`src/rtl/pattern_pwm_pkg.sv`:
```
// Shared types and default widths for the pattern_pwm scheduler.
package pattern_pwm_pkg;

   typedef enum logic [1:0] {S_IDLE, S_LAUNCH, S_WAIT, S_RECOVER} sched_state_t;

   localparam int PAT_WIDTH_DEF = 16;
   localparam int DUTY_W_DEF    = 8;

endpackage

```
`src/rtl/rr_arbiter.sv`:
```
// Combinational round-robin picker: first set request at or after i_ptr, wrapping.
module rr_arbiter #(
   parameter int N  = 4,
   parameter int IW = $clog2(N)
) (
   input  logic [N-1:0]  i_req,
   input  logic [IW-1:0] i_ptr,
   output logic [N-1:0]  o_gnt,
   output logic [IW-1:0] o_idx,
   output logic          o_any
);

   logic [IW:0] w_pos;
   logic        w_found;

   always_comb begin
      o_gnt   = '0;
      o_idx   = '0;
      w_found = 1'b0;
      w_pos   = '0;
      for (int k = 0; k < N; k++) begin
         // ptr + k stays below 2N, so one conditional subtract is a full wrap
         w_pos = {1'b0, i_ptr} + (IW+1)'(k);
         if (w_pos >= (IW+1)'(N)) w_pos = w_pos - (IW+1)'(N);
         if (!w_found && i_req[w_pos[IW-1:0]]) begin
            w_found                 = 1'b1;
            o_gnt[w_pos[IW-1:0]]    = 1'b1;
            o_idx                   = w_pos[IW-1:0];
         end
      end
   end

   assign o_any = |i_req;

endmodule

```
`src/rtl/pattern_pwm_sched.sv`:
```
// Round-robin scheduler sharing one pattern_pwm engine between N_REQ requesters,
// with payload capture at grant, one-cycle launch pulse and a completion watchdog.
module pattern_pwm_sched
   import pattern_pwm_pkg::*;
#(
   parameter int N_REQ       = 4,
   parameter int _PAT_WIDTH  = PAT_WIDTH_DEF,
   parameter int DUTY_W      = DUTY_W_DEF,
   parameter int TIMEOUT_CYC = 4096
) (
   input  logic                        clk,
   input  logic                        rst,
   input  logic [N_REQ-1:0]            req,
   input  logic [N_REQ*DUTY_W-1:0]     req_duty,
   input  logic [N_REQ*_PAT_WIDTH-1:0] req_pat,
   output logic [N_REQ-1:0]            gnt,
   output logic [N_REQ-1:0]            done,
   output logic [N_REQ-1:0]            err,
   output logic [$clog2(N_REQ)-1:0]    active_id,
   output logic                        idle,
   output logic                        eng_pwm_en,
   output logic [DUTY_W-1:0]           eng_duty_num,
   output logic [_PAT_WIDTH-1:0]       eng_pat,
   input  logic                        eng_busy,
   input  logic                        eng_valid,
   output sched_state_t                dbg_state
);

   localparam int ID_W = $clog2(N_REQ);
   localparam int WD_W = $clog2(TIMEOUT_CYC + 1);

   sched_state_t     r_state;
   logic [ID_W-1:0]  r_rr_ptr;
   logic [WD_W-1:0]  r_wd;

   logic [N_REQ-1:0] w_arb_gnt;
   logic [ID_W-1:0]  w_arb_idx;
   logic             w_arb_any;

   rr_arbiter #(.N(N_REQ), .IW(ID_W)) u_arb (
      .i_req (req),
      .i_ptr (r_rr_ptr),
      .o_gnt (w_arb_gnt),
      .o_idx (w_arb_idx),
      .o_any (w_arb_any)
   );

   always_ff @(posedge clk or posedge rst) begin
      if (rst) begin
         r_state      <= S_IDLE;
         r_rr_ptr     <= '0;
         r_wd         <= '0;
         gnt          <= '0;
         done         <= '0;
         err          <= '0;
         active_id    <= '0;
         eng_pwm_en   <= 1'b0;
         eng_duty_num <= '0;
         eng_pat      <= '0;
      end else begin
         done       <= '0;
         err        <= '0;
         eng_pwm_en <= 1'b0;
         case (r_state)
            S_IDLE: begin
               // A still-busy engine (e.g. after a reset mid-run) blocks new grants
               if (w_arb_any && !eng_busy) begin
                  gnt          <= w_arb_gnt;
                  active_id    <= w_arb_idx;
                  eng_duty_num <= req_duty[int'(w_arb_idx)*DUTY_W +: DUTY_W];
                  eng_pat      <= req_pat[int'(w_arb_idx)*_PAT_WIDTH +: _PAT_WIDTH];
                  r_rr_ptr     <= (w_arb_idx == ID_W'(N_REQ-1)) ? '0 : w_arb_idx + ID_W'(1);
                  r_state      <= S_LAUNCH;
               end
            end
            S_LAUNCH: begin
               eng_pwm_en <= 1'b1;
               r_wd       <= '0;
               r_state    <= S_WAIT;
            end
            S_WAIT: begin
               // gnt is one-hot on active_id, so it doubles as the done/err mask
               if (eng_valid) begin
                  done    <= gnt;
                  gnt     <= '0;
                  r_state <= S_IDLE;
               end else if (r_wd == WD_W'(TIMEOUT_CYC-1)) begin
                  err     <= gnt;
                  gnt     <= '0;
                  r_state <= S_RECOVER;
               end else begin
                  r_wd <= r_wd + WD_W'(1);
               end
            end
            S_RECOVER: begin
               if (!eng_busy) r_state <= S_IDLE;
            end
            default: r_state <= S_IDLE;
         endcase
      end
   end

   assign idle      = (r_state == S_IDLE) && !eng_busy;
   assign dbg_state = r_state;

endmodule
```
`config.mk`:
```
export PLATFORM = sky130hd
export DESIGN_NAME = pattern_pwm_sched
export DESIGN_NICKNAME = d
export VERILOG_FILES = /design/src/rtl/pattern_pwm_pkg.sv /design/src/rtl/rr_arbiter.sv /design/src/rtl/pattern_pwm_sched.sv
export SDC_FILE = /design/constraint.sdc
export NUM_CORES = 1
export LEC_CHECK = 0
export BUFFER_PORTS_ARGS = -buffer_cell sky130_fd_sc_hd__buf_4
export CORE_MARGIN = 4
export CORE_UTILIZATION = 54
export CTS_CLUSTER_SIZE = 10
export DETAILED_ROUTE_END_ITERATION = 8
export PLACE_DENSITY_LB_ADDON = 0.2
export SLEW_MARGIN = 20
export SYNTH_ARGS = -nofsm -noshare
export SYNTH_HDL_FRONTEND = slang
export SYNTH_SLANG_ARGS = --single-unit
```
`constraint.sdc`:
```
create_clock -name clk -period 4.6 [get_ports clk]
set_clock_uncertainty 0.1 [all_clocks]
set_input_delay 0.23 -clock clk [delete_from_list [all_inputs] [get_ports clk]]
set_output_delay 0.23 -clock clk [all_outputs]
set_load 0.02 [all_outputs]
```
==> flow_metrics.tcl, run 1 <==
set metrics [dict create \
    run_status "finished with violations" \
    violations "negative hold slack" \
    setup_viol 0 \
    coreArea_um2 6940 \
    synth_top_area_frac 0.354 \
    drtIter0Drc 274 \
    ios 146 \
    fin_crit_sh 0.780 \
    slowest_stage "dfrtp_1" \
    grt_max_degree 57 \
    power.density_nw_per_um2 587 \
    final_hold_viol_count 1 \
    cap_violations 0 \
    htreeDepth 2 \
    ys_ff_latch 56 \
    p_seq_frac 0.257 \
    die_w_um 93.6 \
    area_growth_pct 30.1 \
    postRouteAntennaNets 0 \
    grt_antenna_before_repair 0 \
    end_kind "register" \
    wl_met1_um 4630 \
    reg2reg_depth 9 \
    fin_nets 645 \
    fin_crit_ns 3.59 \
    die-area_um2 8750 \
    cts-hold-fix-buffers 0 \
    final_util 0.741 \
    p_int_mw 1.62 \
    vias_per_cell 6.27 \
    yosysUniqueCellTypes 49 \
    post_cts.repair.setup_buffers 0 \
    dp_cells 620 \
    synth_nets 522 \
    worst_slew_pin_slew_ns 1.00 \
    critPathRequiredTime_ns 4.75 \
    ctsRootBufferMaster "clkbuf_8" \
    cts_made_buffers 5 \
    regArea_um2 1400 \
    critPathMaxFanout 17 \
    final_cell_mix "buf_4, dfrtp_1, nor2_1" \
    setup_tns_ns 0 \
    drt-total-wl_um 11700 \
    drive_gt1_frac 0.346 \
    die_h_um 93.6 \
    cts.sinks 56 \
    place_area_um2 5050 \
    clockPowerShare 0.096 \
    tritoncts "yes" \
    synth_edf_count 0 \
    r2r_end "eng_duty_num[7]" \
    drtPass1Iterations 6 \
    slowest_delay_ns 0.59 \
    final_area_um2 5140 \
    clock_latency_ns 0.31 \
    ir_drop_v 0.000414 \
    grt_pass1_vias 3862 \
    rsz0062_at_grt "no" \
    yosys_warnings 0 \
    cp-start-kind "register" \
    swShare 0.465 \
    overflow 0 \
    path_clk_slew_ns 0.12 \
    yosysTopAreaCell "dfrtp_1" \
    num_rows 30 \
    start_util 0.569 \
    grtUsageTotal 0.265 \
    drc 0 \
    hold_class "in2async" \
    wl_met2_um 5910 \
    fin_cells 628 \
    post_cts_resized 0 \
    p_leak_nw 2.28 \
    multi_input_area_um2 2340 \
    worst-setup-path-type "reg2reg" \
    r2r_start "r_rr_ptr[1]" \
    routedWlPerCell_um 18.7 \
    place_congestion 0.912 \
    syn-cell-area_um2 3950 \
    ys_seq_area_frac 0.354 \
    holdWs_ns -0.000383 \
    cts.path.max_buffers 2 \
    syn_inst 408 \
    numPortBuffers 145 \
    grt_pass1_wl_um 19000 \
    synth_area_leaders "dfrtp_1, mux2i_1, o221a_1" \
    fillerInstances 532 \
    p_sw_mw 1.40 \
    syn_area_per_cell_um2 9.69 \
    async_flop_share 1.00 \
    arrival_ns 3.74 \
    ys.flop_type "dfrtp_1" \
    crit_chain "inv_1 > ha_1 > mux4_2 > or3b_1 > nand4_1 > buf_12 > nor2_1 > o31ai_1 > a21o_1" \
    dr.max_layer_used "met4" \
    p_comb_frac 0.647 \
    r2r_slack_ns 1.01 \
    dpl.hpwl_um 8630 \
    slew_headroom 0.333 \
    diodes 0 \
    final_common_cell "buf_4" \
    power_mw 3.02 \
    wl_met3_um 893 \
    fmax_ghz 0.279 \
    vias 3939 \
    report.final.slew_viol_count 0 \
]
through the flow:
stage	hold WS [ns]	worst slack [ns]
after floorplan	0.268	1.57
after global placement	0.377	1.25
after detailed placement	0.386	1.07
after CTS	0.0500	1.04
after global routing	0.0685	0.766
final	-0.000383	1.01
sequential cells by signal, summed over array words and instances (netlist names), 4 cells and up:
signal	count
done	4
eng_pat	16
eng_duty_num	8
r_wd	13
err	4
gnt	4
synth_stat cells, drive strengths merged (4+ instances only):
cell	instances
a211oi	48
a21oi	5
a221o	23
a221oi	6
a22oi	4
and3	8
buf	18
clkbuf	17
dfrtp	56
ha	10
inv	11
mux2i	27
nand2	26
nand3	8
nand4	4
nor2	43
nor3	10
nor4	4
o21ai	14
o221a	22
xnor2	7
cells by family (layout without fill, tap and decap cells):
family | Yosys count | count (layout) | synth area share
fa+ha+maj | 10 | 10 | 0.0316
xor+xnor | 10 | 10 | 0.0222
buf+inv | 46 | 170 | 0.0573
flops | 56 | 56 | 0.354
compound gates | 136 | 136 | 0.308
simple gates | 120 | 120 | 0.144
mux | 30 | 30 | 0.0826
layout make-up:
| class | instances | area share |
|---|---|---|
| sequential | 56 | 0.272 |
| clock buffer | 5 | 0.0134 |
| multi-input combinational | 306 | 0.455 |
| timing repair buffer | 151 | 0.223 |
| tap | 96 | 0.0233 |
| clock inverter | 3 | 0.00486 |
| inverter | 11 | 0.00803 |
worst max-delay path by stage:
stage                      startpoint              end  cells past startpoint
after floorplan           r_rr_ptr[0]      r_rr_ptr[1]                     12
after global placement    r_rr_ptr[1]       eng_pat[4]                      8
after detailed placement  r_rr_ptr[1]  eng_duty_num[7]                      9
after CTS                 r_rr_ptr[1]  eng_duty_num[7]                      9
after global routing      r_rr_ptr[1]  eng_duty_num[3]                      8
final                     r_rr_ptr[1]  eng_duty_num[7]                      9
per-layer routing:
| layer | GRT usage | up-vias |
|---|---|---|
| met3 | 0.0483 | 23 |
| li1 | - | 1823 |
| met1 | 0.345 | 1918 |
| met2 | 0.460 | 175 |
| met4 | 0.0614 | 0 |
| met5 | 0 | - |
power by group through the flow:
stage	sequential [mW]	clock [mW]	combinational, mW
after floorplan	0.925	0	1.27
after global placement	0.779	0	1.88
after detailed placement	0.785	0	1.95
after CTS	0.775	0.296	1.96
after global routing	0.796	0.317	2.12
final	0.777	0.289	1.96
critical path: cells and delay by family, from the launching register on:
kind,cells,cell delay (ns)
simple gates,3,1.07
flops,1,0.59
fa+ha+maj,1,0.54
buf+inv,2,0.44
mux,1,0.43
compound gates,2,0.35
(Power assumes the default switching activity.)
==> inputs of run 2 (changes only) <==
--- a/config.mk
+++ b/config.mk
@@ -7,7 +7,7 @@
 export LEC_CHECK = 0
 export BUFFER_PORTS_ARGS = -buffer_cell sky130_fd_sc_hd__buf_4
 export CORE_MARGIN = 4
-export CORE_UTILIZATION = 54
+export CORE_UTILIZATION = 45
 export CTS_CLUSTER_SIZE = 10
 export DETAILED_ROUTE_END_ITERATION = 8
 export PLACE_DENSITY_LB_ADDON = 0.2
==> constraint.sdc (replaced) <==
create_clock -name clk -period 3 [get_ports clk]
set_clock_uncertainty 0.1 [all_clocks]
set_input_delay 0.15 -clock clk [delete_from_list [all_inputs] [get_ports clk]]
set_output_delay 0.15 -clock clk [all_outputs]
set_load 0.02 [all_outputs]
==> run 2 against run 1 <==
  * The flow now finishes without violations
  * Setup slack got worse by 0.85 ns
  * First-iteration DRC count decreased by 28%
  * Via count decreased by 1.1%
  * Clock power increased by 49%
  * Global-route usage decreased by 4.1 points
  * Final area increased by 3.2%
  * Combinational power increased by 63%
  * Largest cell class unchanged
  * Highest routed layer unchanged
==> flow_metrics.tcl, run 2 (same netlist as run 1, synthesis figures left out) <==
set metrics [dict create \
    dp_cells 642 \
    power.density_nw_per_um2 911 \
    rsz0062_at_grt "no" \
    cts_made_buffers 5 \
    cp-start-kind "register" \
    post_cts.repair.setup_buffers 0 \
    arrival_ns 2.93 \
    p_sw_mw 2.24 \
    p_seq_frac 0.250 \
    die-area_um2 10400 \
    reg2reg_depth 8 \
    fin_crit_ns 2.84 \
    numPortBuffers 145 \
    worst-setup-path-type "reg2reg" \
    p_comb_frac 0.661 \
    grt_pass1_wl_um 18500 \
    run_status "completed" \
    end_kind "register" \
    dpl.hpwl_um 8800 \
    routedWlPerCell_um 18.6 \
    place_congestion 0.857 \
    ios 146 \
    fin_nets 661 \
    area_growth_pct 34.3 \
    crit_family "multiplexers" \
    critPathBufInv 2 \
    diodes 0 \
    drtPass1Iterations 4 \
    whs_path_depth 2 \
    overflow 0 \
    cp_num_cells 8 \
    final_common_cell "buf_4" \
    die_h_um 102 \
    vias_per_cell 5.97 \
    slowest_stage "dfrtp_2" \
    setup_tns_ns 0 \
    fmax_ghz 0.352 \
    coreArea_um2 8380 \
    postRouteAntennaNets 0 \
    final_hold_viol_count 0 \
    critPathRequiredTime_ns 3.09 \
    clock_latency_ns 0.32 \
    ir_drop_v 0.000456 \
    top_regs "eng_pat x16, r_wd x13, eng_duty_num x8" \
    slew_headroom 0.343 \
    fin_cells 653 \
    p_leak_nw 2.36 \
    htreeDepth 2 \
    start_util 0.472 \
    setup_viol 0 \
    slowest_delay_ns 0.52 \
    largest_register_ff_count 16 \
    fin_ws_ns 0.162 \
    dp_slack_ns 0.193 \
    swShare 0.464 \
    num_rows 33 \
    hold_class "in2reg" \
    final_cell_mix "buf_4, dfrtp_1, nor2_1" \
    drive_gt1_frac 0.365 \
    grt_max_degree 40 \
    p_int_mw 2.59 \
    clockPowerShare 0.089 \
    report.final.slew_viol_count 0 \
    drt-total-wl_um 12100 \
    grt_pass1_vias 3800 \
    vias 3897 \
    top_register "eng_pat" \
    die_w_um 102 \
    drc 0 \
    fin_crit_sh 0.946 \
    crit_chain "inv_1 > ha_1 > mux4_2 > or3b_1 > nand4_1 > buf_4 > mux2i_1 > a211oi_1" \
    grtUsageTotal 0.225 \
    cap_violations 0 \
    drtIter0Drc 196 \
    tritoncts "yes" \
    cts.sinks 56 \
    ctsRootBufferMaster "clkbuf_8" \
    cts.path.max_buffers 2 \
    worst_slew_pin_slew_ns 0.986 \
    path_clk_slew_ns 0.10 \
    grt_antenna_before_repair 0 \
    critPathMaxFanout 13 \
]
## run 2: final cells by class
class	count	area (um^2)
Timing Repair Buffer	166	1260
Inverter	11	41.3
Sequential cell	56	1400
Fill cell	674	3070
Clock inverter	3	22.5
Clock buffer	5	68.8
Multi-Input combinational cell	307	2380
Tap cell	105	131
## run 2: metrics by stage
step | util | instance area (um^2) | hold WS, ns | power (mW)
final | 0.633 | 5310 | 0.0202 | 4.84
after global routing | 0.633 | 5310 | 0.00985 | 5.16
after CTS | 0.629 | 5270 | 0.00928 | 4.78
after detailed placement | 0.616 | 5160 | 0.274 | 4.33
after global placement | 0.616 | 5160 | 0.261 | 4.25
after floorplan | - | 3960 | 0.188 | 3.37
## run 2: power groups by stage
stage | clock, mW | sequential [mW] | combinational (mW)
2_1_floorplan | 0 | 1.42 | 1.95
3_3_place_gp | 0 | 1.21 | 3.04
3_5_place_dp | 0 | 1.21 | 3.12
4_1_cts | 0.442 | 1.20 | 3.13
5_1_grt | 0.477 | 1.24 | 3.44
6_report | 0.432 | 1.21 | 3.20
## run 2: path summary, 6_finish.rpt
kind,from,end,slack [ns]
worst max-delay path,r_rr_ptr[0],eng_duty_num[5],0.16
worst min-delay path,eng_valid,done[2],0.02
worst max register to register,r_rr_ptr[0],eng_duty_num[5],0.16
worst min register to register,active_id[1],active_id[1],0.39
max in group asynchronous,rst,done[3],1.69
min in group asynchronous,rst,eng_pwm_en,0.45
## run 2: metal layers
layer	vias to the layer above	track usage	share of wire
li1	1863	-	-
met1	1848	0.289	0.41
met2	173	0.383	0.49
met3	13	0.0468	0.081
met4	0	0.0624	0.018
met5	-	0	0
## run 2: what timing repair did
action,CTS,global route
gates resized for setup,0,3
endpoints found under the setup margin,0,1
hold buffers,2,0
endpoints found under the hold margin,39,0
==> inputs of run 3 (changes only) <==
--- a/config.mk
+++ b/config.mk
@@ -10,6 +10,7 @@
 export CORE_UTILIZATION = 45
 export CTS_CLUSTER_SIZE = 10
 export DETAILED_ROUTE_END_ITERATION = 8
+export HOLD_SLACK_MARGIN = 0.08
 export PLACE_DENSITY_LB_ADDON = 0.2
 export SLEW_MARGIN = 20
 export SYNTH_ARGS = -nofsm -noshare
==> run 3 against run 2 <==
  * Sequential share of layout area fell by 0.77 points
  * Non-clock buffer count up 16
  * Fmax up 0.36%
  * Via count is 2.3% higher
  * Clock-buffer cell count stayed put
  * Critical path depth stayed put
  * Largest power group unchanged
  * Sequential power is essentially flat
  * Global-route usage grew 0.29 points
  * Highest routed layer unchanged
  * Critical path type unchanged
  * Core utilization rose by 1.9 points
  * Sequential cell count unchanged
  * Setup slack gained 0.010 ns
==> flow_metrics.tcl, run 3 (same netlist as run 1, synthesis figures left out) <==
set metrics [dict create \
    power.density_nw_per_um2 889 \
    vias_per_cell 5.96 \
    p_leak_nw 2.42 \
    final_hold_viol_count 0 \
    ios 146 \
    final_common_cell "buf_4" \
    setup_tns_ns 0 \
    drtPass1Iterations 4 \
    die_h_um 102 \
    path_clk_slew_ns 0.10 \
    end_kind "register" \
    place_congestion 0.857 \
    r2r_slack_ns 0.17 \
    hold_class "in2reg" \
    setup_viol 0 \
    drc 0 \
    grt_pass1_wl_um 18800 \
    worst-setup-path-type "reg2reg" \
    fmax_ghz 0.354 \
    htreeDepth 2 \
    cts_made_buffers 5 \
    fin_nets 677 \
    grt_max_degree 40 \
    diodes 0 \
    multi_input_area_um2 2380 \
    critPathRequiredTime_ns 3.09 \
    ir_drop_v 0.000450 \
    drt-total-wl_um 12300 \
    die_w_um 102 \
    grtUsageTotal 0.227 \
    cts.sinks 56 \
    coreArea_um2 8380 \
    regArea_um2 1400 \
    fillerInstances 656 \
    crit_end "eng_duty_num[5]" \
    r2r_end "eng_duty_num[5]" \
    dpl.hpwl_um 8800 \
    drive_gt1_frac 0.355 \
    postRouteAntennaNets 0 \
    fin_crit_ns 2.83 \
    post_cts.repair.setup_buffers 0 \
    largest_register_ff_count 16 \
    worst_slew_pin_slew_ns 1.00 \
    fin_crit_sh 0.942 \
    clock_latency_ns 0.32 \
    arrival_ns 2.92 \
    tritoncts "yes" \
    power_mw 4.86 \
    vias 3988 \
    run_status "completed" \
    grt_antenna_before_repair 0 \
    cp-start-kind "register" \
    report.final.slew_viol_count 0 \
    start_util 0.472 \
    final_cell_mix "buf_4, dfrtp_1, nor2_1" \
    startpoint "r_rr_ptr[0]" \
    critPathMaxFanout 13 \
    drtIter0Drc 204 \
    area_growth_pct 38.3 \
    rsz0062_at_grt "no" \
    cts.path.max_buffers 2 \
    num_rows 33 \
    grt_pass1_vias 3859 \
    reg2reg_depth 8 \
    slew_headroom 0.332 \
    crit_chain "inv_1 > ha_1 > mux4_2 > or3b_1 > nand4_1 > buf_4 > mux2i_1 > a211oi_1" \
    ctsRootBufferMaster "clkbuf_8" \
    top_register "eng_pat" \
    overflow 0 \
    routedWlPerCell_um 18.4 \
    slowest_delay_ns 0.52 \
    numPortBuffers 145 \
    slowest_stage "dfrtp_2" \
    die-area_um2 10400 \
    cap_violations 0 \
    top_regs "eng_pat x16, r_wd x13, eng_duty_num x8" \
    r2r_start "r_rr_ptr[0]" \
]
[run 3: cell types whose count changed in the layout (fill, tap and decap cells not counted), sizes merged]
cell,delta
dlygate4sd3,+16
[run 3: cell type report]
class,count,share of cell area
repair buffers,182,0.260
inverters,11,0.00755
flip-flops and latches,56,0.256
clock inverters,3,0.00412
multi-input cells,307,0.435
clock buffers,5,0.0126
well taps,105,0.0240
[run 3: metrics by stage]
stage	cell area [um^2]	std cells	setup WS (ns)	hold WS, ns	util
finish	5470	669	0.173	0.0853	0.652
global placement	5160	642	0.290	0.261	0.616
global route	5470	669	0.00931	0.0996	0.652
detailed placement	5160	642	0.193	0.274	0.616
CTS	5430	668	0.171	0.0812	0.648
floorplan	3960	408	0.0407	0.188	-
[run 3: worst min-delay path by stage]
stage	startpoint	end	slack [ns]	cells past startpoint
2_1_floorplan	eng_busy	dbg_state[1]	0.19	2
3_3_place_gp	rst	eng_pwm_en	0.26	2
3_5_place_dp	rst	eng_pwm_en	0.27	2
4_1_cts	req_pat[35]	eng_pat[3]	0.08	3
5_1_grt	req_duty[19]	eng_duty_num[3]	0.1	3
6_report	req_duty[2]	eng_duty_num[2]	0.09	3
[run 3: critical path, delay by kind of cell (launching register included)]
family / cells / cell delay, ns
DFF: 1 / 0.52
buffers and inverters: 2 / 0.28
muxes: 2 / 0.73
and+or+nand+nor: 2 / 0.61
adders and majority gates: 1 / 0.33
AOI/OAI and AO/OA: 1 / 0.13
[run 3: layer usage]
| layer | up-vias | routed length (um) | GRT usage | share of wire |
|---|---|---|---|---|
| met2 | 184 | 6180 | 0.398 | 0.50 |
| met1 | 1880 | 4880 | 0.286 | 0.40 |
| met3 | 20 | 1070 | 0.0489 | 0.087 |
| li1 | 1904 | - | - | - |
| met5 | - | 0 | 0 | 0 |
| met4 | 0 | 196 | 0.0552 | 0.016 |
[run 3: power breakdown]
| group | total (mW) | switching (mW) | internal, mW |
|---|---|---|---|
| combinational | 3.23 | 1.77 | 1.45 |
| clock | 0.432 | 0.264 | 0.168 |
| sequential | 1.21 | 0.210 | 0.997 |
| total | 4.86 | 2.25 | 2.62 |
[run 3: repair_timing]
action / CTS / global route
endpoints found under the setup margin: 0 / 1
hold endpoints to repair: 57 / 0
hold buffers: 18 / 0
resized for setup: 0 / 3
